===== config.mk =====
export PLATFORM = sky130hd
export DESIGN_NAME = screen_flow_controller
export DESIGN_NICKNAME = d
export VERILOG_FILES = /design/src/rtl/screen_flow_controller_pkg.sv /design/src/rtl/screen_flow_controller_rise_edge_detect.sv /design/src/rtl/screen_flow_controller.sv
export SDC_FILE = /design/constraint.sdc
export NUM_CORES = 1
export LEC_CHECK = 0
export ABC_AREA = 1
export BUFFER_PORTS_ARGS = -buffer_cell sky130_fd_sc_hd__clkbuf_2
export CAP_MARGIN = 20
export CORE_AREA = 5 5 89 82
export DETAILED_ROUTE_END_ITERATION = 8
export DIE_AREA = 0 0 94 87
export PLACE_DENSITY = 0.71
export SKIP_CTS_REPAIR_TIMING = 1
export SYNTH_ARGS = -nofsm -noshare
export SYNTH_HDL_FRONTEND = slang
export SYNTH_SLANG_ARGS = --single-unit

===== constraint.sdc =====
create_clock -name clk -period 4.8 [get_ports clk]
set_clock_uncertainty 0.05 [all_clocks]
set_input_delay 1.44 -clock clk [delete_from_list [all_inputs] [get_ports clk]]
set_output_delay 1.44 -clock clk [all_outputs]
set_load 0.05 [all_outputs]

===== src/rtl/screen_flow_controller_pkg.sv =====
// Shared screen identifiers and timing constants for the screen sequencer.
package screen_flow_controller_pkg;

  typedef enum logic [1:0] {
    SCR_START = 2'd0,
    SCR_MAIN  = 2'd1,
    SCR_OVER  = 2'd2
  } SCREEN_ID;

  // 3 s of game-over display at 60 Hz
  localparam int unsigned FRAMES_GAME_OVER_DEFAULT = 180;

  function automatic logic [15:0] max_u16(input logic [15:0] a, input logic [15:0] b);
    return (a > b) ? a : b;
  endfunction

endpackage


===== src/rtl/screen_flow_controller_rise_edge_detect.sv =====
// Rising-edge detector; the history register reset value is configurable so a
// level already high at reset can be suppressed.
module rise_edge_detect #(
  parameter bit RESET_VALUE = 1'b0
) (
  input  logic clk,
  input  logic resetN,
  input  logic in,
  output logic rise
);

  logic prev_q;

  always_ff @(posedge clk) begin
    if (!resetN) begin
      prev_q <= RESET_VALUE;
    end else begin
      prev_q <= in;
    end
  end

  assign rise = in & ~prev_q;

endmodule


===== src/rtl/screen_flow_controller.sv =====
// START -> MAIN -> GAME_OVER screen sequencer with new-game pulse, session high
// score and frame-aligned registered pixel selection.
module screen_flow_controller
  import screen_flow_controller_pkg::*;
#(
  parameter int unsigned FRAMES_GAME_OVER = FRAMES_GAME_OVER_DEFAULT
) (
  input  logic        clk,
  input  logic        resetN,
  input  logic        startOfFrame,
  input  logic        keyStartIsPressed,
  input  logic [3:0]  life,
  input  logic [15:0] score,
  input  logic [7:0]  RGB_screen_start,
  input  logic [7:0]  RGB_screen_main,
  input  logic [7:0]  RGB_screen_over,
  output logic [7:0]  RGB,
  output logic        start,
  output logic [1:0]  screenId,
  output logic [15:0] finalScore,
  output logic [15:0] highScore
);

  localparam logic [7:0] FramesLimit = 8'(FRAMES_GAME_OVER);

  SCREEN_ID    state_q, state_d;
  SCREEN_ID    screen_id_q;
  logic        start_q, start_d;
  logic        armed_q, armed_d;
  logic [7:0]  frame_cnt_q, frame_cnt_d;
  logic [15:0] final_score_q, final_score_d;
  logic [15:0] high_score_q, high_score_d;
  logic [7:0]  rgb_q;
  logic        key_rise;

  rise_edge_detect #(
    .RESET_VALUE(1'b1)
  ) u_key_edge (
    .clk    (clk),
    .resetN (resetN),
    .in     (keyStartIsPressed),
    .rise   (key_rise)
  );

  always_comb begin
    state_d       = state_q;
    start_d       = 1'b0;
    armed_d       = armed_q;
    frame_cnt_d   = frame_cnt_q;
    final_score_d = final_score_q;
    high_score_d  = high_score_q;

    unique case (state_q)
      SCR_START: begin
        armed_d     = 1'b0;
        frame_cnt_d = 8'd0;
        if (key_rise) begin
          state_d = SCR_MAIN;
          start_d = 1'b1;
        end
      end
      SCR_MAIN: begin
        // Ignore a stale zero until the game screen has reloaded lives
        if (life != 4'd0) begin
          armed_d = 1'b1;
        end
        if (startOfFrame && armed_q && (life == 4'd0)) begin
          state_d       = SCR_OVER;
          final_score_d = score;
          high_score_d  = max_u16(high_score_q, score);
        end
      end
      SCR_OVER: begin
        if (startOfFrame && (frame_cnt_q < FramesLimit)) begin
          frame_cnt_d = frame_cnt_q + 8'd1;
        end
        if (key_rise && (frame_cnt_q >= FramesLimit)) begin
          state_d     = SCR_START;
          frame_cnt_d = 8'd0;
        end
      end
      default: begin
        state_d = SCR_START;
      end
    endcase
  end

  always_ff @(posedge clk) begin
    if (!resetN) begin
      state_q       <= SCR_START;
      start_q       <= 1'b0;
      armed_q       <= 1'b0;
      frame_cnt_q   <= 8'd0;
      final_score_q <= 16'd0;
      high_score_q  <= 16'd0;
    end else begin
      state_q       <= state_d;
      start_q       <= start_d;
      armed_q       <= armed_d;
      frame_cnt_q   <= frame_cnt_d;
      final_score_q <= final_score_d;
      high_score_q  <= high_score_d;
    end
  end

  // The displayed screen only changes at a frame boundary
  always_ff @(posedge clk) begin
    if (!resetN) begin
      screen_id_q <= SCR_START;
      rgb_q       <= 8'h00;
    end else begin
      if (startOfFrame) begin
        screen_id_q <= state_q;
      end
      case (screen_id_q)
        SCR_START: rgb_q <= RGB_screen_start;
        SCR_MAIN:  rgb_q <= RGB_screen_main;
        SCR_OVER:  rgb_q <= RGB_screen_over;
        default:   rgb_q <= 8'h00;
      endcase
    end
  end

  assign RGB        = rgb_q;
  assign start      = start_q;
  assign screenId   = screen_id_q;
  assign finalScore = final_score_q;
  assign highScore  = high_score_q;

endmodule


[Word level (Yosys, flattened, before mapping)]
Index checks and enable logic that the tools add are counted.
Word-level totals
  RAM bits: 0
  register bits: 55
  latch bits: 0
  memories kept: 0
  memory bits (read-only): 0
  output and inout port bits: 43
  word-level logic and storage cells: 52
  bits of input ports: 48
Operators by class
  multiply operators: 0
  $add $sub $neg: 1
  order comparisons: 3
  bitwise operators: 3
  divide/modulo/power cells: 0
  reductions and logical operators: 16
  muxes and demuxes: 11
  equal/unequal tests: 9
  shift operators: 0
Operators with widths (number)
  case mux 8 bit (3 select lines): 1
  greater-than comparator 16 bit: 1
  two-way mux 8 bit: 2
  case mux 8 bit (2 select lines): 1
  adder 8 x 1 -> 8 bit, second input constant: 1
  >= comparator 8 bit, second input constant: 1
  < comparator 8 bit, second input constant: 1
  != test 2 bit, second input constant: 4
  AND reduction 2 bit: 4
  two-way mux 2 bit: 3
  case mux 2 bit (3 select lines): 1
  AND reduction 3 bit: 2
  == test 2 x 1 -> 1 bit, second input constant: 2
  == test 2 bit, second input constant: 2
  logical AND 1 bit: 4
  zero test 2 bit: 2
  zero test 4 bit: 1
  nonzero test 2 bit: 2
  nonzero test 4 bit: 1
  != test 3 bit, second input constant: 1
  two-way mux 1 bit: 2
  NOT 1 bit: 2
  case mux 1 bit (2 select lines): 1
  AND 1 bit: 1

[Longest topological paths before layout]
  depth after elaboration: 5
  gate-level depth with buffers: 16

[Cells and area by module]
A second synthesis with hierarchy kept.
Second synthesis, totals
  cells, all modules: 394
  area total of the unflattened synthesis: 2801.4 um^2
By module, submodules not included
  screen_flow_controller: times used 1, cells each 390, area an instance 2767.7 um^2
  rise_edge_detect: times used 1, cells each 4, area an instance 33.8 um^2

[Least setup slack after synthesis]
OpenSTA, ideal clock, no wires.
  path type: input to register
  from: input port score[7]
  to: register high_score_q[10] (netlist: highScore[10])
  data arrival time: 2580 ps
  path slack: 2054 ps
  required time: 4635 ps
  cell stages on the path: 12
  path through: inv_1 > ha_1 > a21o_1 > nor2_1 > nand2_1 > nand2_1 > nand2_1 > nand2_1 > buf_2 > nand2_1 > nand2_1 > nor2_1
On the way
  cells in the longest elaborated chain, start to end: 3
RTL lines
  start, declared: RTL line screen_flow_controller.sv:13  | input logic [15:0] score,
  greater-than comparator 16 bit: RTL line screen_flow_controller_pkg.sv:14  | return (a > b) ? a : b;
  NOT 1 bit (no source line)
  AND reduction 3 bit (no source line)
  end signal, assigned: RTL line screen_flow_controller.sv:102  | high_score_q <= high_score_d;
  end, declared: RTL line screen_flow_controller.sv:32  | logic [15:0] high_score_q, high_score_d;
Every way passes these cells.
A chain may end at the register's enable or synchronous reset.

[Final worst setup path]
  from: input port score[7]
  to: register high_score_q[13] (netlist: highScore[13])
The elaborated chain is that of the path after synthesis.

==> results.tsv <==
stage	metric	value	unit
grt	track_usage	0.156	
pwr	p_leak	1.74	nW
sta	finalHoldViolCount	0	
worst_setup_path	crit_end	highScore[13]	
floorplan	dieArea	0.00818	mm²
route	highest_layer	met4	
grt	grt_pass1_wl	10400	µm
logic_synthesis	synth_seq_area_share	0.403	
logic_synthesis	synth_top_area_cell	dfxtp_1	
grt	grt_pass1_vias	2403	
sta	fmax	0.309	GHz
sta	setup-tns-final	0	ns
clock_network	cts-buffers-inserted	5	
sta	slew_headroom	0.346	
job	drv_cap	0	
clock_network	clock_latency	0.31	ns
clock_network	cts_root_buf	clkbuf_8	
floorplan	die_h	87	µm
worst_setup_path	arrival	3.37	ns
clock_network	clk_pin_slew	0.10	ns
outcome	status	finished, final reports clean	
route	vias	2642	
worst_setup_path	worstPathMaxFanout	32	
route	drt_iter0_drc	140	
placement	numPortBuffers	90	
logic_synthesis	synth-seq-cells	55	
pwr	powerDensity	259	mW/mm²
sta	slew_violations	0	
worst_setup_path	worstSetupPathType	input pin to flop	
worst_setup_path	crit_path_end_kind	flop	
floorplan	row_count	28	
sta	min_period	3.23	ns
finish	n_antenna_cell	0	
floorplan	io_pins	91	
route	first_pass_iters	4	
grt	grt_overflow_total	0	
logic_synthesis	yosysWarnings	0	
placement	dpl.hpwl	4650	µm
finish	fin_nets	543	
floorplan	coreArea	0.00638	mm²
route	viasPerCell	4.66	
worst_setup_path	reg2reg_depth	10	
logic_synthesis	netlist.area_leader.share	0.403	
sta	rsz0062_at_grt	no	
clock_network	h-tree-depth	2	
worst_setup_path	reg2reg_slack	2.50	ns
logic_synthesis	synth_cells	393	
route	wirelength	6290	µm
grt	grt_max_degree	36	
clock_network	cts_tree	done	
grt	antenna_found_initial	0	
sta	worst_pin_slew	0.979	ns
logic_synthesis	syn-num-nets	459	
pwr	peakVddDrop	120	µV
route	wire_per_inst	11.1	µm
route	met1_length	3060	µm
logic_synthesis	synth_area	0.00273	mm²
logic_synthesis	syn_avg_cell_area	6.95	µm²
route	drc	0	
logic_synthesis	synth_area_leaders	dfxtp_1, nand2_1, nor2_1, ha_1, inv_1	
worst_setup_path	startpoint	score[7]	
worst_setup_path	r2r-end	highScore[13]	
sta	setup_viol	0	
clock_network	clockBufferDepth	2	
finish	drive_gt1_frac	0.229	
route	dr_wl_met3	427	µm
finish	syn_to_final_growth	21.6	%
worst_setup_path	cp-start-kind	input pin	
route	ant_nets	0	
worst_setup_path	r2r-start	highScore[7]	
sta	fin_crit_sh	0.673	
sta	whs	0.433	ns
logic_synthesis	ys_types	27	
worst_setup_path	crit_required	4.94	ns
route	wl_met2	2690	µm
placement	finalWeightedCongestion	0.796	
floorplan	fp.dieW	94	µm
floorplan	start_util	0.429	
min_path	hp-class	flop to flop	
clock_network	clock-sinks	55	
[worst max-delay path: stages]
cell and delay [ns]:
clkbuf_2 0.09, inv_1 0.04, ha_1 0.28, nand2_1 0.06, nor2_1 0.19, nand2_1 0.09, nand2_1 0.09, nand2_1 0.06
nand2_1 0.06, nand2_1 0.56, a21oi_1 0.34, nor2_1 0.06
[report_power, final]
part	total (mW)	switching [mW]	internal (mW)	leakage, nW
clock network	0.293	0.140	0.153	0.0513
registers	0.467	0.00312	0.464	0.446
logic	0.100	0.0668	0.0334	1.24
[placed cells by master, fill, tap and decap left out, drive strengths merged, types with 3 or more instances in the layout]
cell | netlist | layout
nand2 | 104 | 104
clkbuf | 5 | 96
nor2 | 68 | 68
dfxtp | 55 | 55
inv | 47 | 47
a21oi | 32 | 32
nand3 | 20 | 20
nor3 | 20 | 20
ha | 18 | 18
o21ai | 8 | 8
xor2 | 3 | 3
[area by class of cell]
type | count | area [µm²]
Clock buffer | 6 | 72.6
Clock inverter | 1 | 30.0
Fill cell | 661 | 3050
Inverter | 47 | 179
Multi-Input combinational cell | 278 | 1380
Sequential cell | 55 | 1100
Tap cell | 90 | 113
Timing Repair Buffer | 90 | 450
[flip-flops by register name, indices dropped and copies added (netlist names)]
signal,cells
frame_cnt_q,8
RGB,8
screenId,2
u_key_edge.prev_q,1
highScore,16
finalScore,16
start,1
state_q,2
armed_q,1
[kinds of logic after synthesis]
| family | synth area share |
|---|---|
| AND/OR/NAND/NOR | 0.328 |
| buffers and inverters | 0.0934 |
| flip-flops | 0.403 |
| AO/OA/AOI/OAI | 0.0806 |
| adder cells (fa/ha/maj) | 0.0824 |
| XOR/XNOR | 0.0128 |
[cell usage after synthesis (all sizes together)]
cell	instances
nand2	104
nor2	68
dfxtp	55
inv	47
a21oi	32
nand3	20
nor3	20
ha	18
buf	8
o21ai	8
clkbuf	5
xor2	3
nand4	2
a21o	1
o41ai	1
xnor2	1
[through the flow]
step	cell area [µm²]	setup slack, ns	total power, mW	cells	util
2_1_floorplan	2730	2.05	0.542	393	-
6_report	3320	1.57	0.860	567	0.521
3_5_place_dp	3220	1.29	0.579	560	0.505
3_3_place_gp	3220	1.29	0.577	560	0.505
4_1_cts	3320	1.61	0.875	567	0.521
5_1_grt	3320	1.36	0.904	567	0.521
[how the worst min path moves through the flow]
stage | from | end | slack (ns) | cells past startpoint
2_1_floorplan | frame_cnt_q[6] | frame_cnt_q[6] | 0.39 | 2
3_3_place_gp | frame_cnt_q[6] | frame_cnt_q[6] | 0.41 | 2
3_5_place_dp | frame_cnt_q[6] | frame_cnt_q[6] | 0.41 | 2
4_1_cts | frame_cnt_q[6] | frame_cnt_q[6] | 0.43 | 2
5_1_grt | frame_cnt_q[6] | frame_cnt_q[6] | 0.46 | 2
6_report | frame_cnt_q[6] | frame_cnt_q[6] | 0.43 | 2
[metal layers]
metal | vias to the layer above | GRT usage
li1 | 1402 | -
met1 | 1150 | 0.212
met2 | 78 | 0.240
met3 | 12 | 0.0389
met4 | 0 | 0.0551
met5 | - | 0
Note: power is estimated with default switching activity, not from simulation.
